==> config.mk <==
export PLATFORM = sky130hd
export DESIGN_NAME = led_scan_scheduler_flat
export DESIGN_NICKNAME = d
export VERILOG_FILES = /design/src/rtl/led_scan_scheduler_if.sv /design/src/rtl/led_scan_scheduler.sv /design/src/flat_wrapper.sv
export SDC_FILE = /design/constraint.sdc
export NUM_CORES = 1
export LEC_CHECK = 0
export CAP_MARGIN = 25
export CORE_ASPECT_RATIO = 1.4
export CORE_MARGIN = 1.5
export CORE_UTILIZATION = 52
export CTS_CLUSTER_DIAMETER = 60
export CTS_CLUSTER_SIZE = 8
export DETAILED_ROUTE_END_ITERATION = 12
export PLACE_DENSITY = 0.73
export SLEW_MARGIN = 40
export SYNTH_ARGS = -nofsm -noshare
export SYNTH_HDL_FRONTEND = slang
export SYNTH_SLANG_ARGS = --single-unit
==> constraint.sdc <==
create_clock -name i_clock -period 2.2 [get_ports i_clock]
set_input_delay 0.33 -clock i_clock [delete_from_list [all_inputs] [get_ports i_clock]]
set_output_delay 0.33 -clock i_clock [all_outputs]
set_load 0.05 [all_outputs]
==> src/rtl/led_scan_scheduler_if.sv <==
// Write/swap handshake between the display-content logic and led_scan_scheduler.
// The content side uses the master modport; the scheduler uses the slave modport.
interface led_scan_scheduler_if;
    logic        i_wr_valid;
    logic [1:0]  i_wr_col;
    logic [31:0] i_wr_levels;
    logic        o_wr_ready;
    logic        i_swap_req;
    logic        o_swap_done;

    modport master (
        output i_wr_valid, i_wr_col, i_wr_levels, i_swap_req,
        input  o_wr_ready, o_swap_done
    );

    modport slave (
        input  i_wr_valid, i_wr_col, i_wr_levels, i_swap_req,
        output o_wr_ready, o_swap_done
    );
endinterface

==> src/rtl/led_scan_scheduler.sv <==
// 4x8 multiplexed LED matrix scanner with a double-buffered frame and 16-step PWM per column.
// Optional macro LEDSCAN_GAMMA_EN: write data passes through a gamma LUT before storage.
module led_scan_scheduler #(
    parameter int unsigned PRESCALE     = 1024,
    parameter int unsigned BLANK_CYCLES = 8
) (
    input  logic                 i_clock,
    input  logic                 i_reset_n,
    led_scan_scheduler_if.slave  wr_bus,
    output logic                 o_frame_start,
    output logic [3:0]           o_column_enable,
    output logic [7:0]           o_row_enable
);

    localparam int unsigned PreW   = (PRESCALE > 1) ? $clog2(PRESCALE) : 1;
    localparam int unsigned BlankW = (BLANK_CYCLES > 1) ? $clog2(BLANK_CYCLES) : 1;
    localparam logic [PreW-1:0]   PreMax   = PreW'(PRESCALE - 1);
    localparam logic [BlankW-1:0] BlankMax = BlankW'((BLANK_CYCLES > 0) ? BLANK_CYCLES - 1 : 0);

    typedef enum logic {StBlank, StDrive} state_e;
    // With no blanking the scanner never visits BLANK, so it starts straight in DRIVE.
    localparam state_e StInit = (BLANK_CYCLES == 0) ? StDrive : StBlank;

    function automatic logic [31:0] map_levels(input logic [31:0] lv);
        logic [31:0] res;
        res = lv;
`ifdef LEDSCAN_GAMMA_EN
        for (int r = 0; r < 8; r++) begin
            case (lv[4*r +: 4])
                4'd0, 4'd1, 4'd2:    res[4*r +: 4] = 4'd0;
                4'd3, 4'd4, 4'd5:    res[4*r +: 4] = 4'd1;
                4'd6, 4'd7:          res[4*r +: 4] = 4'd2;
                4'd8:                res[4*r +: 4] = 4'd3;
                4'd9:                res[4*r +: 4] = 4'd4;
                4'd10:               res[4*r +: 4] = 4'd5;
                4'd11:               res[4*r +: 4] = 4'd6;
                4'd12:               res[4*r +: 4] = 4'd8;
                4'd13:               res[4*r +: 4] = 4'd10;
                4'd14:               res[4*r +: 4] = 4'd12;
                default:             res[4*r +: 4] = 4'd15;
            endcase
        end
`endif
        return res;
    endfunction

    state_e              st_q, st_d;
    logic [1:0]          col_q, col_d;
    logic [3:0]          step_q, step_d;
    logic [PreW-1:0]     pre_q, pre_d;
    logic [BlankW-1:0]   blank_q, blank_d;
    logic [3:0][31:0]    front_q, back_q;
    logic                pending_q, pending_d;
    logic                swap_done_q;
    logic                frame_start_q, frame_start_d;
    logic [3:0]          col_en_q, col_en_d;
    logic [7:0]          row_en_q, row_en_d;
    logic                drive_last, boundary, wr_fire;

    assign wr_bus.o_wr_ready  = ~pending_q;
    assign wr_bus.o_swap_done = swap_done_q;
    assign o_frame_start      = frame_start_q;
    assign o_column_enable    = col_en_q;
    assign o_row_enable       = row_en_q;

    always_comb begin
        st_d       = st_q;
        col_d      = col_q;
        step_d     = step_q;
        pre_d      = pre_q;
        blank_d    = blank_q;
        drive_last = 1'b0;
        case (st_q)
            StBlank: begin
                if (blank_q == BlankMax) begin
                    st_d    = StDrive;
                    blank_d = '0;
                end else begin
                    blank_d = blank_q + 1'b1;
                end
            end
            StDrive: begin
                if (pre_q == PreMax) begin
                    pre_d  = '0;
                    step_d = step_q + 4'd1;
                    if (step_q == 4'hF) begin
                        drive_last = 1'b1;
                        col_d      = col_q + 2'd1;
                        st_d       = (BLANK_CYCLES == 0) ? StDrive : StBlank;
                    end
                end else begin
                    pre_d = pre_q + 1'b1;
                end
            end
        endcase
    end

    assign boundary  = drive_last && (col_q == 2'd3);
    assign wr_fire   = wr_bus.i_wr_valid && !pending_q;
    // A request in the boundary cycle itself survives into the next frame.
    assign pending_d = (pending_q && !boundary) || wr_bus.i_swap_req;

    // Pin values for the current scan position; registered so pins never see input paths.
    always_comb begin
        col_en_d = 4'hF;
        row_en_d = 8'hFF;
        if (st_q == StDrive) begin
            col_en_d[col_q] = 1'b0;
            for (int r = 0; r < 8; r++) begin
                row_en_d[r] = ~(front_q[col_q][4*r +: 4] > step_q);
            end
        end
        if (st_q == StBlank) begin
            frame_start_d = (col_q == 2'd0) && (blank_q == '0);
        end else begin
            frame_start_d = (BLANK_CYCLES == 0) && (col_q == 2'd0) &&
                            (step_q == 4'd0) && (pre_q == '0);
        end
    end

    always_ff @(posedge i_clock or negedge i_reset_n) begin
        if (!i_reset_n) begin
            st_q          <= StInit;
            col_q         <= 2'd0;
            step_q        <= 4'd0;
            pre_q         <= '0;
            blank_q       <= '0;
            front_q       <= '0;
            back_q        <= '0;
            pending_q     <= 1'b0;
            swap_done_q   <= 1'b0;
            frame_start_q <= 1'b0;
            col_en_q      <= 4'hF;
            row_en_q      <= 8'hFF;
        end else begin
            st_q          <= st_d;
            col_q         <= col_d;
            step_q        <= step_d;
            pre_q         <= pre_d;
            blank_q       <= blank_d;
            pending_q     <= pending_d;
            swap_done_q   <= boundary && pending_q;
            frame_start_q <= frame_start_d;
            col_en_q      <= col_en_d;
            row_en_q      <= row_en_d;
            if (wr_fire) begin
                back_q[wr_bus.i_wr_col] <= map_levels(wr_bus.i_wr_levels);
            end
            if (boundary && pending_q) begin
                front_q <= back_q;
            end
        end
    end

endmodule

==> src/flat_wrapper.sv <==
// flat-port wrapper written by rule: the top's interface ports become plain ports
module led_scan_scheduler_flat 
#(
    parameter int unsigned PRESCALE     = 1024,
    parameter int unsigned BLANK_CYCLES = 8
)
  (i_clock, i_reset_n, o_frame_start, o_column_enable, o_row_enable, wr_bus_i_wr_valid, wr_bus_i_wr_col, wr_bus_i_wr_levels, wr_bus_i_swap_req, wr_bus_o_wr_ready, wr_bus_o_swap_done);
  led_scan_scheduler_if wr_bus_i ();
  input  logic i_clock;
  input  logic i_reset_n;
  output logic o_frame_start;
  output logic [3:0] o_column_enable;
  output logic [7:0] o_row_enable;
  input wire logic [$bits(wr_bus_i.i_wr_valid)-1:0] wr_bus_i_wr_valid;
  input wire logic [$bits(wr_bus_i.i_wr_col)-1:0] wr_bus_i_wr_col;
  input wire logic [$bits(wr_bus_i.i_wr_levels)-1:0] wr_bus_i_wr_levels;
  input wire logic [$bits(wr_bus_i.i_swap_req)-1:0] wr_bus_i_swap_req;
  output wire logic [$bits(wr_bus_i.o_wr_ready)-1:0] wr_bus_o_wr_ready;
  output wire logic [$bits(wr_bus_i.o_swap_done)-1:0] wr_bus_o_swap_done;
  assign wr_bus_i.i_wr_valid = wr_bus_i_wr_valid;
  assign wr_bus_i.i_wr_col = wr_bus_i_wr_col;
  assign wr_bus_i.i_wr_levels = wr_bus_i_wr_levels;
  assign wr_bus_i.i_swap_req = wr_bus_i_swap_req;
  assign wr_bus_o_wr_ready = wr_bus_i.o_wr_ready;
  assign wr_bus_o_swap_done = wr_bus_i.o_swap_done;
  led_scan_scheduler #(.PRESCALE(PRESCALE), .BLANK_CYCLES(BLANK_CYCLES)) u_core (.i_clock(i_clock), .i_reset_n(i_reset_n), .wr_bus(wr_bus_i), .o_frame_start(o_frame_start), .o_column_enable(o_column_enable), .o_row_enable(o_row_enable));
endmodule
==> metrics.md <==
| Metric | Value |
|---|---|
| H-tree Lvls | `2` |
| Reg clk slew, reported paths | `50 ps` |
| Dominant synthesized flop cell | `dfrtp_1` |
| Critical-path top delay cell | `clkdlybuf4s50_1` |
| Met1 Track Usage GR | `26.6%` |
| Worst skew pair latency | `520 ps` |
| Core area | `0.0246 sq mm` |
| Final TNS setup | `0 ps` |
| Synth cell types | `40` |
| Final period util | `98.0%` |
| Area Growth Syn to Fin | `17.8%` |
| Initial Utilization | `52.8%` |
| Crit path largest cell delay | `790 ps` |
| Critical path peak fanout | `1` |
| Drt wl/cell | `20.0 um` |
| Via count | `6,855` |
| DR iter-0 viols | `262` |
| Tightest Hold Check Type | `primary input to asynchronous set/reset pin` |
| Most common cell after layout, fill and taps aside | `dfrtp_1` |
| Share of the synthesized area in the top cell type | `53.8%` |
| Final min period | `2160 ps` |
| Stages on worst setup path | `1` |
| CTS Root Cell | `clkbuf_16` |
| Synth Area in Adders | `3.95%` |
| DIE AREA | `0.0259 sq mm` |
| Cells after DPL | `1,163` |
| PD cells | `767 mW/mm^2` |
| GR peak layer | `met2` |
| Most frequent cells in the layout | `dfrtp_1 (277), mux2_2 (144), mux2_4 (100), clkdlybuf4s50_1 (48), clkbuf_16 (43)` |
| CP delay by family, top | `buffers and inverters` |
| Max_slew headroom | `61.6%` |
| Compound-Gate Fraction of Synth Area | `1.88%` |
| GR Overflow Total | `0` |
| R2R cell count | `6` |
| Peak VDD IR | `0.517 mV` |
| Antenna violations before repair | `0` |
| Post-route DRC violation count | `0` |
| GRT Total Usage | `20.2%` |
| Largest family of logic cells by synthesized area | `multiplexers` |
| Ports | `53` |
| Xor/xnor cell area share of the yosys netlist | `0.539%` |
| Final nets | `972` |
| F_max | `464 MHz` |
| Final setup fails | `0` |
| Synthesized area per cell | `16.3 sq um` |
| Sw frac | `21.0%` |
| RSZ-0062 raised after global routing | `no` |
| Syn Nets | `878` |
| Int Pwr | `9.27 mW` |
| WP data arrival | `1830 ps` |
| LEAKAGE | `7.30 nW` |
| Buf/Inv on CP | `1` |
| Dominant cells by area after synthesis | `dfrtp_1 (54%), mux2_2 (12%), mux2_4 (12%)` |
| Post-Syn Instances | `799` |
| Grt met2 use | `34.1%` |
| Area leader, netlist | `dfrtp_1` |
| Vias per std cell | `5.54` |
| Clock network fraction of total power | `49.7%` |
| Synthesized area | `0.0130 sq mm` |
| First-pass GRT wire length | `40.7 mm` |
| Yosys warns | `0` |
| Worst Max-Slew Pin Slew | `575 ps` |
| Post-synth EDFFs | `0` |
| Number of global-route vias before repair | `7,493` |
| Number of port buffers | `52` |
| Ant diodes | `0` |
| Max Transition Viols Final | `0` |
| NetSw | `2.46 mW` |
| Post-synthesis mux area share | `30.9%` |
| Final worst slack | `43.7 ps` |
| GR Util met3 | `3.44%` |
| Final ANT Viol Nets | `0` |
| Simple-Gate Fraction of Synth Area | `2.88%` |
| Combinational power share | `3.0%` |
| Clock Tree Buf Depth | `3` |
| Layout fillers | `1,830` |
| CP Launch Type | `register` |
| Setup Crit Path Kind | `register to primary output` |
| CTS Buf Count | `42` |
| Run status | `finished, final reports clean` |
| Die height | `190 um` |
| Worst Skew | `9.97 ps` |
| Layout cells sized above 1 | `41.1%` |
| Layout Cells excl Fill | `1,237` |
| 1st-pass router iterations | `4` |
| CTS tree | `yes` |
| Critical Path Sink Type | `primary output` |
| Critical path, cell by cell | `clkdlybuf4s50_1` |
| Post-place setup slack | `108 ps` |
| # Max-Cap Violations | `0` |
| Post-synthesis sequential area ratio | `56.2%` |
| DP Wirelength | `15.0 mm` |
| Sequential Power Share | `47.3%` |
| Total wire length | `24.8 mm` |
| Row cnt | `68` |
| Largest net degree at the start of global routing | `74` |
| Seq cells post-synth | `291` |
| Setup Buffers After CTS | `0` |
| FFs w/ async S/R, synth | `100%` |
| Data required time of the worst path | `1870 ps` |
| Clock sink count | `291` |
| Final weighted congestion in routability-driven placement | `0.737` |
| Die X-Extent | `137 um` |
| Final hold violations | `0` |
## cell usage after synthesis, types with 6 or more instances
library cell  count
o22ai_1           6
a21oi_1          11
mux2_1           15
clkbuf_1         12
nand4_1          10
ha_1             41
nand2_1          15
inv_1            29
dfrtp_1         279
buf_12           11
buf_2            13
mux2_2          144
nand3_1           9
mux2_4          100
mux4_2           32
dfstp_2          12
## metal layers
metal / vias up / part of all wire, %
met5: - / 0
met2: 126 / 51
met3: 47 / 3.3
met4: 0 / 2.5
met1: 3591 / 44
li1: 3091 / -
## power groups by stage
stage / Sequential, mW / Clock [mW] / Combinational, mW
2_1_floorplan: 5.62 / 0 / 0.113
3_3_place_gp: 5.63 / 0 / 0.346
3_5_place_dp: 5.64 / 0 / 0.354
4_1_cts: 5.55 / 5.98 / 0.360
5_1_grt: 5.56 / 6.22 / 0.389
6_report: 5.55 / 5.84 / 0.348
## registers in the layout (all words and copies together), names as in the netlist
signal                     flops
u_core.o_column_enable         4
u_core.wr_bus.o_swap_done      1
u_core.o_row_enable            8
u_core.front_q               128
u_core.blank_q                 3
u_core.back_q                128
u_core.pre_q                  10
u_core.st_q                    1
u_core.step_q                  4
u_core.col_q                   2
u_core.pending_q               1
u_core.o_frame_start           1
## metrics by stage
stage               hold WS, ps  cell area (sq um)  power, mW  util, %
floorplan                  34.4              13000       5.73        -
global placement            259              14100       5.97     57.3
detailed placement          259              14100       5.99     57.3
CTS                         315              15300       11.9     62.2
global route                342              15300       12.2     62.2
finish                      315              15300       11.7     62.2
## cells by family (layout without fill, tap and decap cells)
logic type / count (synthesis) / count (layout)
compound gates: 38 / 38
xor+xnor: 8 / 8
fa+ha+maj: 41 / 41
buf+inv: 69 / 192
flops: 291 / 291
mux: 291 / 291
simple gates: 61 / 61
## timing repair
action	in CTS	in global routing
resized for setup	1	2
pin swaps	0	0
endpoints found under the hold margin	37	0
endpoints found under the setup margin	1	2
hold buffers	1	0
## layout make-up
class	instances	area (sq um)	area share (%)
Tap cell	315	394	2.58
Multi-Input combinational cell	439	5250	34.3
Timing Repair Buffer	90	1040	6.81
Inverter	29	109	0.712
Sequential cell	291	7300	47.7
Clock buffer	71	1180	7.72
Clock inverter	2	16.3	0.106
## final timing paths
check | end | start | slack [ps]
worst min register to register | u_core.front_q[83]$_DFFE_PN0P_ | u_core.front_q[83]$_DFFE_PN0P_ | 480
worst max register to register | u_core.o_row_enable[6]$_DFF_PN1_ | u_core.col_q[0]$_DFFE_PN0P_ | 150
worst min-delay path | u_core.back_q[121]$_DFFE_PN0P_ | i_reset_n | 320
worst max-delay path | o_row_enable[0] | u_core.o_row_enable[0]$_DFF_PN1_ | 40
min in group i_clock | u_core.front_q[83]$_DFFE_PN0P_ | u_core.front_q[83]$_DFFE_PN0P_ | 480
max in group asynchronous | u_core.o_row_enable[2]$_DFF_PN1_ | i_reset_n | 1130
## worst reg2reg max path, delay by kind of cell (launching register included)
family / cells / cell delay [ps]
multiplexers: 1 / 590
buffers and inverters: 1 / 250
adder cells (fa/ha/maj): 1 / 320
flip-flops: 1 / 420
AO/OA/AOI/OAI: 2 / 280
AND/OR/NAND/NOR: 1 / 100
(Power assumes the default switching activity.)
